<file path="config.mk">
export PLATFORM = sky130hd
export DESIGN_NAME = segment_scanner
export DESIGN_NICKNAME = d
export VERILOG_FILES = /design/src/rtl/clock_pkg.sv /design/src/rtl/bcd_to_7seg.sv /design/src/rtl/segment_scanner.sv
export SDC_FILE = /design/constraint.sdc
export NUM_CORES = 1
export LEC_CHECK = 0
export CORE_UTILIZATION = 50
export DETAILED_ROUTE_END_ITERATION = 8
export PLACE_DENSITY = 0.73
export SLEW_MARGIN = 20
export SYNTH_ARGS = -nofsm -noshare
export SYNTH_HDL_FRONTEND = slang
export SYNTH_SLANG_ARGS = --single-unit
</file>
<file path="constraint.sdc">
create_clock -name clk -period 3.1 [get_ports clk]
set_input_delay 0.62 -clock clk [delete_from_list [all_inputs] [get_ports clk]]
set_output_delay 0.62 -clock clk [all_outputs]
set_load 0.1 [all_outputs]
</file>
<file path="src/rtl/clock_pkg.sv">
// Shared constants for the seven-segment display path: digit geometry and
// active-low segment patterns ordered {g,f,e,d,c,b,a}.
package clock_pkg;

  localparam int DIGIT_W    = 4;
  localparam int NUM_DIGITS = 4;

  localparam logic [6:0] SEG_OFF  = 7'b1111111;
  localparam logic [6:0] SEG_DASH = 7'b0111111;

  // Entry n holds the pattern for decimal digit n.
  localparam logic [9:0][6:0] SEG_TABLE = {
    7'b0010000,  // 9
    7'b0000000,  // 8
    7'b1111000,  // 7
    7'b0000010,  // 6
    7'b0010010,  // 5
    7'b0011001,  // 4
    7'b0110000,  // 3
    7'b0100100,  // 2
    7'b1111001,  // 1
    7'b1000000   // 0
  };

endpackage

</file>
<file path="src/rtl/bcd_to_7seg.sv">
// Combinational nibble to active-low seven-segment decoder; non-decimal codes
// render as a dash.
module bcd_to_7seg
  import clock_pkg::*;
(
  input  logic [DIGIT_W-1:0] code,
  output logic [6:0]         seg
);

  // Table lookup for 0..9, dash for 10..15.
  always_comb begin
    seg = SEG_DASH;
    if (code < 4'd10) begin
      seg = SEG_TABLE[code];
    end else begin
      seg = SEG_DASH;
    end
  end

endmodule

</file>
<file path="src/rtl/segment_scanner.sv">
// Time-multiplexed driver for a common-anode 4-digit display with per-frame
// snapshot, leading-zero blanking, per-digit blink and an inter-digit gap.
module segment_scanner
  import clock_pkg::*;
#(
  parameter int SCAN_DIV     = 50000,
  parameter int BLINK_FRAMES = 125
) (
  input  logic                            clk,
  input  logic                            rst_n,
  input  logic [NUM_DIGITS*DIGIT_W-1:0]   seg_data,
  input  logic                            blank_lz,
  input  logic [NUM_DIGITS-1:0]           blink_mask,
  output logic [NUM_DIGITS-1:0]           an,
  output logic [6:0]                      seg,
  output logic                            frame_start
);

  localparam int PRESC_W = (SCAN_DIV > 1) ? $clog2(SCAN_DIV) : 1;
  localparam int FRAME_W = (BLINK_FRAMES > 1) ? $clog2(BLINK_FRAMES) : 1;
  localparam logic [PRESC_W-1:0] PRESC_LAST = PRESC_W'(SCAN_DIV - 1);
  localparam logic [FRAME_W-1:0] FRAME_LAST = FRAME_W'(BLINK_FRAMES - 1);

  logic [PRESC_W-1:0]            presc_r;
  logic [1:0]                    idx_r;
  logic [FRAME_W-1:0]            frame_cnt_r;
  logic                          blink_phase_r;
  logic [NUM_DIGITS*DIGIT_W-1:0] snap_r;
  logic                          load_pending_r;
  logic [NUM_DIGITS-1:0]         an_r;
  logic [6:0]                    seg_r;
  logic                          frame_start_r;

  logic                          tick_s;
  logic                          frame_end_s;
  logic                          load_s;
  logic [DIGIT_W-1:0]            nibble_s;
  logic [6:0]                    dec_seg_s;
  logic                          lz_s;
  logic                          suppress_s;
  logic [NUM_DIGITS-1:0]         an_next_s;
  logic [6:0]                    seg_next_s;

  assign tick_s      = (presc_r == PRESC_LAST);
  assign frame_end_s = tick_s && (idx_r == 2'd3);
  assign load_s      = frame_end_s || load_pending_r;

  // Nibble selection and leading-zero test for the digit being scanned.
  always_comb begin
    nibble_s = snap_r[3:0];
    lz_s     = 1'b0;
    case (idx_r)
      2'd0: begin
        nibble_s = snap_r[3:0];
        lz_s     = 1'b0;
      end
      2'd1: begin
        nibble_s = snap_r[7:4];
        lz_s     = (snap_r[15:12] == 4'd0) && (snap_r[11:8] == 4'd0) && (snap_r[7:4] == 4'd0);
      end
      2'd2: begin
        nibble_s = snap_r[11:8];
        lz_s     = (snap_r[15:12] == 4'd0) && (snap_r[11:8] == 4'd0);
      end
      2'd3: begin
        nibble_s = snap_r[15:12];
        lz_s     = (snap_r[15:12] == 4'd0);
      end
      default: begin
        nibble_s = snap_r[3:0];
        lz_s     = 1'b0;
      end
    endcase
  end

  assign suppress_s = (blink_mask[idx_r] && blink_phase_r) || (blank_lz && lz_s);

  bcd_to_7seg u_dec (
    .code (nibble_s),
    .seg  (dec_seg_s)
  );

  // Next output pattern: all-off during the tick gap, else the selected digit.
  always_comb begin
    an_next_s  = 4'b1111;
    seg_next_s = SEG_OFF;
    if (tick_s) begin
      an_next_s  = 4'b1111;
      seg_next_s = SEG_OFF;
    end else begin
      an_next_s = ~(4'b0001 << idx_r);
      if (suppress_s) begin
        seg_next_s = SEG_OFF;
      end else begin
        seg_next_s = dec_seg_s;
      end
    end
  end

  // Slot prescaler and digit index.
  always_ff @(posedge clk or negedge rst_n) begin
    if (!rst_n) begin
      presc_r <= '0;
      idx_r   <= 2'd0;
    end else if (tick_s) begin
      presc_r <= '0;
      idx_r   <= idx_r + 2'd1;
    end else begin
      presc_r <= presc_r + PRESC_W'(1);
    end
  end

  // Frame counter and blink phase.
  always_ff @(posedge clk or negedge rst_n) begin
    if (!rst_n) begin
      frame_cnt_r   <= '0;
      blink_phase_r <= 1'b0;
    end else if (frame_end_s) begin
      if (frame_cnt_r == FRAME_LAST) begin
        frame_cnt_r   <= '0;
        blink_phase_r <= ~blink_phase_r;
      end else begin
        frame_cnt_r <= frame_cnt_r + FRAME_W'(1);
      end
    end
  end

  // Snapshot capture keeps a frame free of tearing from mid-frame updates.
  always_ff @(posedge clk or negedge rst_n) begin
    if (!rst_n) begin
      snap_r         <= 16'h0000;
      load_pending_r <= 1'b1;
      frame_start_r  <= 1'b0;
    end else begin
      frame_start_r <= load_s;
      if (load_s) begin
        snap_r         <= seg_data;
        load_pending_r <= 1'b0;
      end
    end
  end

  // Registered display outputs.
  always_ff @(posedge clk or negedge rst_n) begin
    if (!rst_n) begin
      an_r  <= 4'b1111;
      seg_r <= SEG_OFF;
    end else begin
      an_r  <= an_next_s;
      seg_r <= seg_next_s;
    end
  end

  assign an          = an_r;
  assign seg         = seg_r;
  assign frame_start = frame_start_r;

endmodule

</file>
* Word-level counts from Yosys, hierarchy flattened
Memory sizes are Yosys's and may differ from the RTL's. Cells that the tools add are included.
Operators by class: add/sub/neg operators 3, bitwise operators 2, mux-type cells 11, $lt $le $gt $ge 3, shifts and indexed selects 1, reduce and logical (&&, ||, !) cells 12, equal/unequal tests 5
Operators by type and width (number):
- 7-bit two-way mux | 5
- 16-bit by 1-bit adder with 16-bit output (second input constant) | 1
- 16-bit == test (second input constant) | 1
- 16-bit two-way mux | 1
- 4-bit case mux with 4 select lines | 1
- 4-bit logical NOT | 3
- 7-bit by 1-bit adder with 7-bit output (second input constant) | 1
- 7-bit == test (second input constant) | 1
- 1-bit logical AND | 5
- 4-bit by 5-bit less-than comparator with 1-bit output (second input constant) | 1
- 2-bit == test (second input constant) | 2
- 4-bit less-than comparator (second input constant) | 1
- 4-bit two-way mux | 1
- 4-bit NOT | 1
- 1-bit case mux with 4 select lines | 1
- 1-bit by 2-bit left shift with 4-bit output (first input constant) | 1
- 2-bit by 3-bit less-than comparator with 1-bit output (second input constant) | 1
- 2-bit by 1-bit adder with 2-bit output (second input constant) | 1
- 1-bit binary-select mux with 2-bit select | 1
- 2-bit by 1-bit == test with 1-bit output (second input constant) | 1
- 2-bit logical NOT | 1
- 1-bit logical OR | 2
- 2-bit AND reduction | 1
- 1-bit two-way mux | 1
- 1-bit NOT | 1
Storage, ports and cells: flip-flop bits (word level) 55, memories kept 1, input bits 23, bits in read-only memories 112, output and inout bits 12, logic and storage cells 47
Memories:
- (no name shown) | depth 16, bits a word 7, read ports 1, clocked after memory_dff 0, write ports 0, RTL line bcd_to_7seg.sv:14 | seg = SEG_TABLE[code];

* Longest topological paths before layout
Gate-level depths: netlist (run 1).
word-level depth 8, depth in mapped cells 10, gate-level depth less buffers 10

* By module
A second synthesis (run 1) with hierarchy kept.
Second synthesis, totals: cell total of the unflattened synthesis 241, area, all modules 2834.0 µm²
By module, submodules not included:
- segment_scanner | area an instance 2602.5 µm², sequential area each 1391.3 µm², cells each 212, times used 1
- bcd_to_7seg | area an instance 231.5 µm², sequential area each 0.0 µm², cells each 29, times used 1

* Worst setup path after synthesis (run 1)
Ideal clock, no wire load.
path kind register -> register, start register idx_r[0], end register seg_r[6] (netlist: seg[6]), setup time 0.088 ns, data required time 3.012 ns, cell stages (with the launch flop) 11, arrival 2.083 ns, path slack 0.929 ns, clock period less this slack 2.171 ns, path buffers 0, cell sequence dfrtp_1 -> inv_1 -> ha_1 -> a222oi_1 -> nand2_1 -> o21ai_0 -> inv_1 -> ha_1 -> o21bai_1 -> a21oi_1 -> or3_1
Between the ends: cells in the longest elaborated chain, start to end 7, elaborated cells between the ends (all ways) 17, classes of those cells order compare: 1; eq/ne: 3; mux: 8; reduce/logical: 4; memory: 1
Ends and longest elaborated chain:
- start, declared | RTL line segment_scanner.sv:25 | logic [1:0] idx_r;
- start signal, assigned | RTL line segment_scanner.sv:107 | idx_r <= idx_r + 2'd1;
- 2-bit == test (tied with other cells) | RTL line segment_scanner.sv:52 | case (idx_r)
- 4-bit case mux with 4 select lines | RTL line segment_scanner.sv:52
- memory read 16 x 7 bit
- 7-bit two-way mux (implied by the code) | RTL line bcd_to_7seg.sv:14
- 7-bit two-way mux | RTL line bcd_to_7seg.sv:13 | if (code < 4'd10) begin
- 7-bit two-way mux (*) | RTL line segment_scanner.sv:92 | if (suppress_s) begin
- 7-bit two-way mux (*) | RTL line segment_scanner.sv:87 | if (tick_s) begin
- via seg_next_s[6] | RTL line segment_scanner.sv:42 | logic [6:0] seg_next_s;
- end signal, assigned | RTL line segment_scanner.sv:150 | seg_r <= seg_next_s;
- end, declared | RTL line segment_scanner.sv:31 | logic [6:0] seg_r;
Mark *: on every way through the listed nets, which the timed path passes. The rest lies on a longest branch. The select of a mux whose other input is x is not followed. A chain may end at the register's enable or synchronous reset.

* Worst setup path after layout (run 1)
Same ends and word-level chain as after synthesis.

==> results of run 1 <==
==> final cells by class <==
| class | count | area (µm²) |
|---|---|---|
| Fill cell | 427 | 2000 |
| Clock inverter | 1 | 7.51 |
| Clock buffer | 7 | 96.3 |
| Tap cell | 70 | 87.6 |
| Sequential cell | 55 | 1390 |
| Inverter | 11 | 41.3 |
| Multi-Input combinational cell | 155 | 1230 |
| Timing Repair Buffer | 36 | 320 |
==> metrics by stage <==
step | std cells | total power, µW | hold slack (ns)
final | 335 | 1490 | 0.305
after global routing | 335 | 1560 | 0.311
after CTS | 335 | 1500 | 0.309
after detailed placement | 327 | 1070 | 0.453
after global placement | 327 | 1070 | 0.453
after floorplan | 228 | 993 | 0.324
==> critical path: cells and delay by family (launching register included) <==
family / cells / cell delay (ns)
buf+inv: 2 / 0.25
fa+ha+maj: 2 / 0.51
flops: 1 / 0.42
simple gates: 2 / 0.41
compound gates: 4 / 0.81
==> logic make-up (layout without fill, tap and decap cells) <==
family | count (synthesis) | count (layout) | share of synthesized area, %
AOI/OAI and AO/OA | 39 | 39 | 11.5
xor gates and xnor gates | 14 | 14 | 4.50
adders and majority gates | 13 | 13 | 5.97
buffers and inverters | 18 | 55 | 3.86
DFF | 55 | 55 | 51.1
muxes | 20 | 20 | 9.83
other | 1 | 1 | 0.138
and+or+nand+nor | 68 | 68 | 13.1
==> synth_stat cells, types with 5 or more instances <==
library cell,count
sky130_fd_sc_hd__a21oi_1,6
sky130_fd_sc_hd__dfrtp_1,43
sky130_fd_sc_hd__dfstp_2,12
sky130_fd_sc_hd__ha_1,13
sky130_fd_sc_hd__inv_1,11
sky130_fd_sc_hd__mux2_2,8
sky130_fd_sc_hd__mux2_4,9
sky130_fd_sc_hd__nand2_1,20
sky130_fd_sc_hd__nand3_1,10
sky130_fd_sc_hd__nand4_1,5
sky130_fd_sc_hd__nor2_1,15
sky130_fd_sc_hd__o21ai_0,8
sky130_fd_sc_hd__xnor2_1,8
sky130_fd_sc_hd__xor2_1,6
==> report_power, final <==
| part | internal, µW | leakage (µW) | total [µW] | switching, µW |
|---|---|---|---|---|
| clock | 204 | 0.0000505 | 433 | 229 |
| combinational | 90.1 | 0.000674 | 269 | 179 |
| sequential | 765 | 0.000673 | 789 | 23.4 |
| total | 1060 | 0.00140 | 1490 | 431 |
==> sequential cells by signal (all words and copies together) (netlist names) <==
| signal | count |
|---|---|
| presc_r | 16 |
| seg | 7 |
| an | 4 |
| frame_start | 1 |
| load_pending_r | 1 |
| idx_r | 2 |
| frame_cnt_r | 7 |
| snap_r | 16 |
| blink_phase_r | 1 |
==> routing by layer <==
layer / vias up / global-route usage, %
li1: 882 / -
met1: 883 / 26.3
met2: 32 / 29.2
met3: 10 / 4.10
met4: 0 / 7.41
met5: - / 0
==> final timing paths <==
| path | to | slack [ns] | depth (start not counted) | start |
|---|---|---|---|---|
| worst max-delay path | seg[6] | 0.62 | 10 | idx_r[0] |
| worst min-delay path | seg[1] | 0.31 | 1 | rst_n |
| worst max register to register | seg[6] | 0.62 | 10 | idx_r[0] |
| worst min register to register | presc_r[0] | 0.46 | 1 | presc_r[0] |
| max in group asynchronous | an[3] | 2.37 | 2 | rst_n |
| min in group clk | presc_r[0] | 0.46 | 1 | presc_r[0] |
==> layout by cell type, fill, tap and decap left out, types with 3 or more instances in the layout <==
| cell | netlist | routed |
|---|---|---|
| sky130_fd_sc_hd__clkbuf_8 | 0 | 7 |
| sky130_fd_sc_hd__o31ai_1 | 3 | 3 |
| sky130_fd_sc_hd__nor2_1 | 15 | 15 |
| sky130_fd_sc_hd__o21ai_0 | 8 | 8 |
| sky130_fd_sc_hd__ha_1 | 13 | 13 |
| sky130_fd_sc_hd__nand2_1 | 20 | 20 |
| sky130_fd_sc_hd__inv_1 | 11 | 11 |
| sky130_fd_sc_hd__mux2_2 | 8 | 8 |
| sky130_fd_sc_hd__nand4_1 | 5 | 5 |
| sky130_fd_sc_hd__o2bb2ai_1 | 3 | 3 |
| sky130_fd_sc_hd__a21o_1 | 3 | 3 |
| sky130_fd_sc_hd__xor2_1 | 6 | 6 |
| sky130_fd_sc_hd__buf_4 | 1 | 14 |
| sky130_fd_sc_hd__xnor2_1 | 8 | 8 |
| sky130_fd_sc_hd__dfrtp_1 | 43 | 43 |
| sky130_fd_sc_hd__mux2_4 | 9 | 9 |
| sky130_fd_sc_hd__nand3_1 | 10 | 10 |
| sky130_fd_sc_hd__dfstp_2 | 12 | 12 |
| sky130_fd_sc_hd__clkdlybuf4s50_1 | 0 | 21 |
| sky130_fd_sc_hd__a21oi_1 | 6 | 6 |
==> impl_metrics.sql, run 1 <==
INSERT INTO impl_metrics (metric_group, metric, value, unit) VALUES
('finish', 'antenna_cells_inserted', '0', ''),
('clock_network', 'cts_made_buffers', '5', ''),
('clock_network', 'cts.hold.buffers_added', '0', ''),
('critical_path', 'critical_path_peak_fanout', '6', ''),
('route', 'route.detailed.drc', '0', ''),
('run', 'maxCapViolCount', '0', ''),
('placed_design', 'dpl_worst_slack', '0.639', 'ns'),
('yosys', 'yosys_warnings', '0', ''),
('floorplanning', 'io-pin-count', '35', ''),
('floorplanning', 'num_rows', '26', ''),
('sta', 'final.setup.worst_slack', '0.619', 'ns'),
('global_route', 'antenna_found_initial', '0', ''),
('route', 'met2_wirelength_from_detailed_routing', '2.17', 'mm'),
('placed_design', 'number_of_buffers_added_on_ports', '34', ''),
('placed_design', 'place.detailed.hpwl', '3.51', 'mm'),
('floorplanning', 'dieHeight', '75.8', 'µm'),
('critical_path', 'arrival', '2.72', 'ns'),
('critical_path', 'worst_setup_path_start_kind', 'register', ''),
('placed_design', 'dpl_cell_area', '3070', 'µm²'),
('clock_network', 'cts_resized', '0', ''),
('power', 'vdd_drop_max', '0.307', 'mV'),
('clock_network', 'clock_sinks', '55', ''),
('global_route', 'grt_overflow', '0', ''),
('sta', 'final_period_minus_worst_setup_slack', '2.48', 'ns'),
('placed_design', 'routabilityCongestion', '0.790', ''),
('clock_network', 'cts.htree.levels', '2', ''),
('finish', 'stdcell_area', '3170', 'µm²'),
('global_route', 'vias_in_the_first_global_route', '1768', ''),
('critical_path', 'critical-path-max-stage-delay', '0.42', 'ns'),
('power', 'power_density', '470', 'nW/µm²'),
('finish', 'drive_gt1_share', '23.4', '%'),
('finish', 'finish.utilization', '61.3', '%'),
('critical_path', 'slowest_cell_on_the_critical_path', 'sky130_fd_sc_hd__dfrtp_1', ''),
('route', 'detail_route.iter0.violations', '52', ''),
('route', 'final_antenna_net_count', '0', ''),
('route', 'num_vias', '1807', ''),
('sta', 'max_slew_margin', '50.4', '%'),
('yosys', 'yosysTopAreaCellShare', '39.5', '%'),
('floorplanning', 'initial_core_util', '52.7', '%'),
('sta', 'pin_slew_with_the_least_headroom_to_its_limit', '0.744', 'ns'),
('yosys', 'yosys.area.top_type', 'sky130_fd_sc_hd__dfrtp_1', ''),
('finish', 'area_growth_syn_to_fin', '16.4', '%'),
('yosys', 'ys_seq_area_share', '51.1', '%'),
('outcome', 'run_status', 'finished clean', ''),
('clock_network', 'post-cts-setup-buffers', '0', ''),
('sta', 'timing.fmax', '403', 'MHz'),
('floorplanning', 'chipWidth', '75.8', 'µm'),
('global_route', 'grt_start_max_net_pins', '31', ''),
('critical_path', 'cp-end-kind', 'register', ''),
('yosys', 'edff_count_synth', '0', ''),
('yosys', 'yosys.cell_types.count', '49', ''),
('sta', 'timing.setup.tns', '0', 'ns'),
('critical_path', 'timing.critical_path.cells', 'inv_1 -> ha_1 -> a222oi_1 -> nand2_1 -> o21ai_0 -> inv_1 -> ha_1 -> o21bai_1 -> a21oi_1 -> or3_1', ''),
('sta', 'min_period_over_period', '80.0', '%'),
('critical_path', 'worst_ep_required_time', '3.34', 'ns'),
('floorplanning', 'placeableCoreArea', '5170', 'µm²'),
('route', 'maxUsedRoutingLayer', 'met4', ''),
('global_route', 'grt_usage', '19.0', '%'),
('yosys', 'average_footprint_of_a_synthesized_cell', '11.9', 'µm²'),
('clock_network', 'tritoncts', 'built', ''),
('route', 'wl_met1', '2.36', 'mm'),
('clock_network', 'clock_root_buffer', 'sky130_fd_sc_hd__clkbuf_8', ''),
('sta', 'final_hold_viol_count', '0', ''),
('clock_network', 'clock_insertion_delay_worst_skew', '0.31', 'ns'),
('power', 'power.static_leakage', '0.00140', 'µW'),
('global_route', 'grt_first_pass_wirelength', '8.12', 'mm'),
('yosys', 'synth_ff_type', 'sky130_fd_sc_hd__dfrtp_1', ''),
('yosys', 'netlist_top_cells_area', 'sky130_fd_sc_hd__dfrtp_1 (40%), sky130_fd_sc_hd__dfstp_2 (12%), sky130_fd_sc_hd__ha_1 (6.0%)', ''),
('route', 'post_drt_wl_per_cell', '14.2', 'µm'),
('yosys', 'synthCells', '228', ''),
('critical_path', 'crit_type', 'register to register', '');
No activity file was read; power rests on OpenSTA's default activity.
==> run 2, diff against run 1 <==
==> constraint.sdc (replaced) <==
create_clock -name clk -period 2.4 [get_ports clk]
set_input_delay 0.48 -clock clk [delete_from_list [all_inputs] [get_ports clk]]
set_output_delay 0.48 -clock clk [all_outputs]
set_load 0.1 [all_outputs]
==> impl_metrics.sql, run 2 (synthesis gave the netlist of run 1 again) <==
INSERT INTO impl_metrics (metric_group, metric, value, unit) VALUES
('outcome', 'run_status', 'finished clean', ''),
('sta', 'min_period_over_period', '91.3', '%'),
('placed_design', 'routabilityCongestion', '0.844', ''),
('worst_hold_path', 'timing.hold.worst.class', 'input port to asynchronous set/reset pin', ''),
('floorplanning', 'dieHeight', '75.8', 'µm'),
('power', 'share_clk_of_total_power', '31.3', '%'),
('sta', 'pin_slew_with_the_least_headroom_to_its_limit', '0.671', 'ns'),
('floorplanning', 'num_rows', '26', ''),
('global_route', 'grt_usage', '19.1', '%'),
('clock_network', 'max-clock-path-buffers', '2', ''),
('power', 'comb_power_share', '17.8', '%'),
('sta', 'final_hold_viol_count', '0', ''),
('finish', 'area_growth_syn_to_fin', '19.0', '%'),
('placed_design', 'number_of_buffers_added_on_ports', '34', ''),
('finish', 'most_common_library_cell_in_the_layout_ignoring_fill_and_taps', 'sky130_fd_sc_hd__dfrtp_1', ''),
('clock_network', 'clock_sinks', '55', ''),
('power', 'power_switching_share', '27.6', '%'),
('placed_design', 'place.detailed.hpwl', '3.49', 'mm'),
('floorplanning', 'io-pin-count', '35', ''),
('power', 'switchingPower', '553', 'µW'),
('power', 'total_power', '2000', 'µW'),
('sta', 'final.setup.worst_slack', '0.208', 'ns'),
('sta', 'finClkSkew', '0.0122', 'ns'),
('critical_path', 'reg2reg_depth', '9', ''),
('sta', 'drv_slew', '0', ''),
('global_route', 'grt_start_max_net_pins', '56', ''),
('clock_network', 'cts.reportedPaths.clkPinSlew', '0.10', 'ns'),
('clock_network', 'tritoncts', 'built', ''),
('finish', 'biggestRegsByFlops', 'presc_r (16), snap_r (16)', ''),
('finish', 'nets', '305', ''),
('global_route', 'vias_in_the_first_global_route', '1731', ''),
('finish', 'multi_input_area', '1230', 'µm²'),
('critical_path', 'arrival', '2.42', 'ns'),
('finish', 'layout.cells.most_common_list', 'sky130_fd_sc_hd__dfrtp_1 (43), sky130_fd_sc_hd__clkdlybuf4s50_1 (21), sky130_fd_sc_hd__nand2_1 (20)', ''),
('run', 'maxCapViolCount', '0', ''),
('power', 'power_density', '618', 'nW/µm²'),
('power', 'power.static_leakage', '0.00144', 'µW'),
('power', 'seq_power_share', '50.9', '%'),
('route', 'post_drt_wl_per_cell', '14.0', 'µm'),
('route', 'final_antenna_net_count', '0', ''),
('route', 'detail_route.wirelength', '4.77', 'mm'),
('sta', 'max_slew_margin', '55.3', '%'),
('clock_network', 'clock_insertion_delay_worst_skew', '0.30', 'ns'),
('sta', 'grt_setup_unrepaired', 'false', ''),
('sta', 'timing.setup.tns', '0', 'ns'),
('finish', 'finish.utilization', '62.7', '%'),
('clock_network', 'clock_root_buffer', 'sky130_fd_sc_hd__clkbuf_8', ''),
('finish', 'drive_gt1_share', '25.6', '%'),
('sta', 'final_period_minus_worst_setup_slack', '2.19', 'ns'),
('floorplanning', 'initial_core_util', '52.7', '%'),
('route', 'detail_route.iter0.violations', '80', ''),
('sta', 'setup-violations-final', '0', ''),
('placed_design', 'dpl_worst_slack', '0.158', 'ns'),
('clock_network', 'cts_made_buffers', '5', ''),
('finish', 'antenna_cells_inserted', '0', ''),
('floorplanning', 'floorplan.die_area', '5750', 'µm²'),
('finish', 'fillers', '431', ''),
('sta', 'hold-worst-slack', '0.279', 'ns'),
('critical_path', 'worst_r2r_startpoint', 'idx_r[0]', ''),
('critical_path', 'crit_type', 'register to register', ''),
('critical_path', 'critical_path.reg2reg.endpoint', 'seg[6]', ''),
('power', 'vdd_drop_max', '0.369', 'mV'),
('global_route', 'grt_first_pass_wirelength', '8.15', 'mm'),
('critical_path', 'r2r_slack', '0.21', 'ns'),
('critical_path', 'cp-end-kind', 'register', ''),
('power', 'cell_internal_pwr', '1450', 'µW'),
('global_route', 'grt_overflow', '0', ''),
('critical_path', 'worst_setup_path_start_kind', 'register', ''),
('route', 'num_vias', '1826', ''),
('floorplanning', 'placeableCoreArea', '5170', 'µm²'),
('critical_path', 'critical_path_peak_fanout', '6', ''),
('floorplanning', 'chipWidth', '75.8', 'µm'),
('global_route', 'antenna_found_initial', '0', ''),
('route', 'vias_per_cell', '5.37', ''),
('clock_network', 'cts.hold.buffers_added', '0', ''),
('sta', 'timing.fmax', '456', 'MHz'),
('finish', 'ff_latch_area', '1390', 'µm²'),
('critical_path', 'worst_ep_required_time', '2.63', 'ns'),
('route', 'detailedRoute.firstPassIterationCount', '5', ''),
('route', 'route.detailed.drc', '0', ''),
('clock_network', 'cts.htree.levels', '2', '');
==> run 2: cell types whose count changed in the layout (fill, tap and decap cells not counted), sizes merged <==
cell | before | now
clkinv | 0 | 1
clkbuf | 7 | 6
bufinv | 0 | 1
buf | 15 | 20
clkinvlp | 1 | 0
==> run 2: layout make-up <==
type	instances	share of cell area (%)
clock inverters	2	1.08
inverters	11	1.27
well taps	70	2.70
multi-input cells	155	38.0
flip-flops and latches	55	42.9
repair buffers	41	11.4
clock buffers	6	2.55
==> run 2: what timing repair did <==
action | in CTS | in global routing
gates resized for setup | 0 | 2
endpoints found under the hold margin | 0 | 0
setup endpoints to repair | 0 | 1
setup buffers | 0 | 1
==> run 2: how the worst max path moves through the flow <==
stage                  startpoint     end  slack [ns]  cells past startpoint
floorplan                idx_r[0]  seg[6]        0.23                     10
global placement    blink_mask[3]  seg[4]        0.24                      6
detailed placement       idx_r[0]  seg[6]        0.16                     10
CTS                      idx_r[0]  seg[6]        0.13                     10
global route             idx_r[0]  seg[6]        0.03                     10
finish                   idx_r[0]  seg[6]        0.21                      9
==> run 2: power groups by stage <==
stage	registers, µW	clock network (µW)	logic [µW]
3_5_place_dp	1040	0	359
4_1_cts	1020	642	360
3_3_place_gp	1030	0	356
5_1_grt	1030	689	381
2_1_floorplan	1180	0	98.4
6_report	1020	627	356
==> run 2: worst max-delay path: stages, from the launching register on <==
cell and delay (ns):
sky130_fd_sc_hd__dfrtp_1 0.41, sky130_fd_sc_hd__buf_4 0.15, sky130_fd_sc_hd__ha_1 0.27, sky130_fd_sc_hd__a21oi_1 0.23, sky130_fd_sc_hd__o2bb2ai_1 0.24, sky130_fd_sc_hd__inv_1 0.09, sky130_fd_sc_hd__ha_1 0.21, sky130_fd_sc_hd__o21bai_1 0.18
sky130_fd_sc_hd__a21oi_1 0.05, sky130_fd_sc_hd__or3_1 0.30
==> run 2: per-stage QoR <==
| stage | cells | instance area, µm² |
|---|---|---|
| after floorplan | 228 | 2720 |
| after global placement | 331 | 3110 |
| after detailed placement | 331 | 3110 |
| after CTS | 339 | 3230 |
| after global routing | 340 | 3240 |
| final | 340 | 3240 |
==> run 2: per-layer routing <==
layer  global-route usage [%]  vias to the layer above  share of wire (%)
li1                         -                      896                  -
met1                     26.8                      883                 48
met2                     29.8                       41                 47
met3                     4.37                        6                3.5
met4                     5.56                        0                1.0
met5                        0                        -                  0
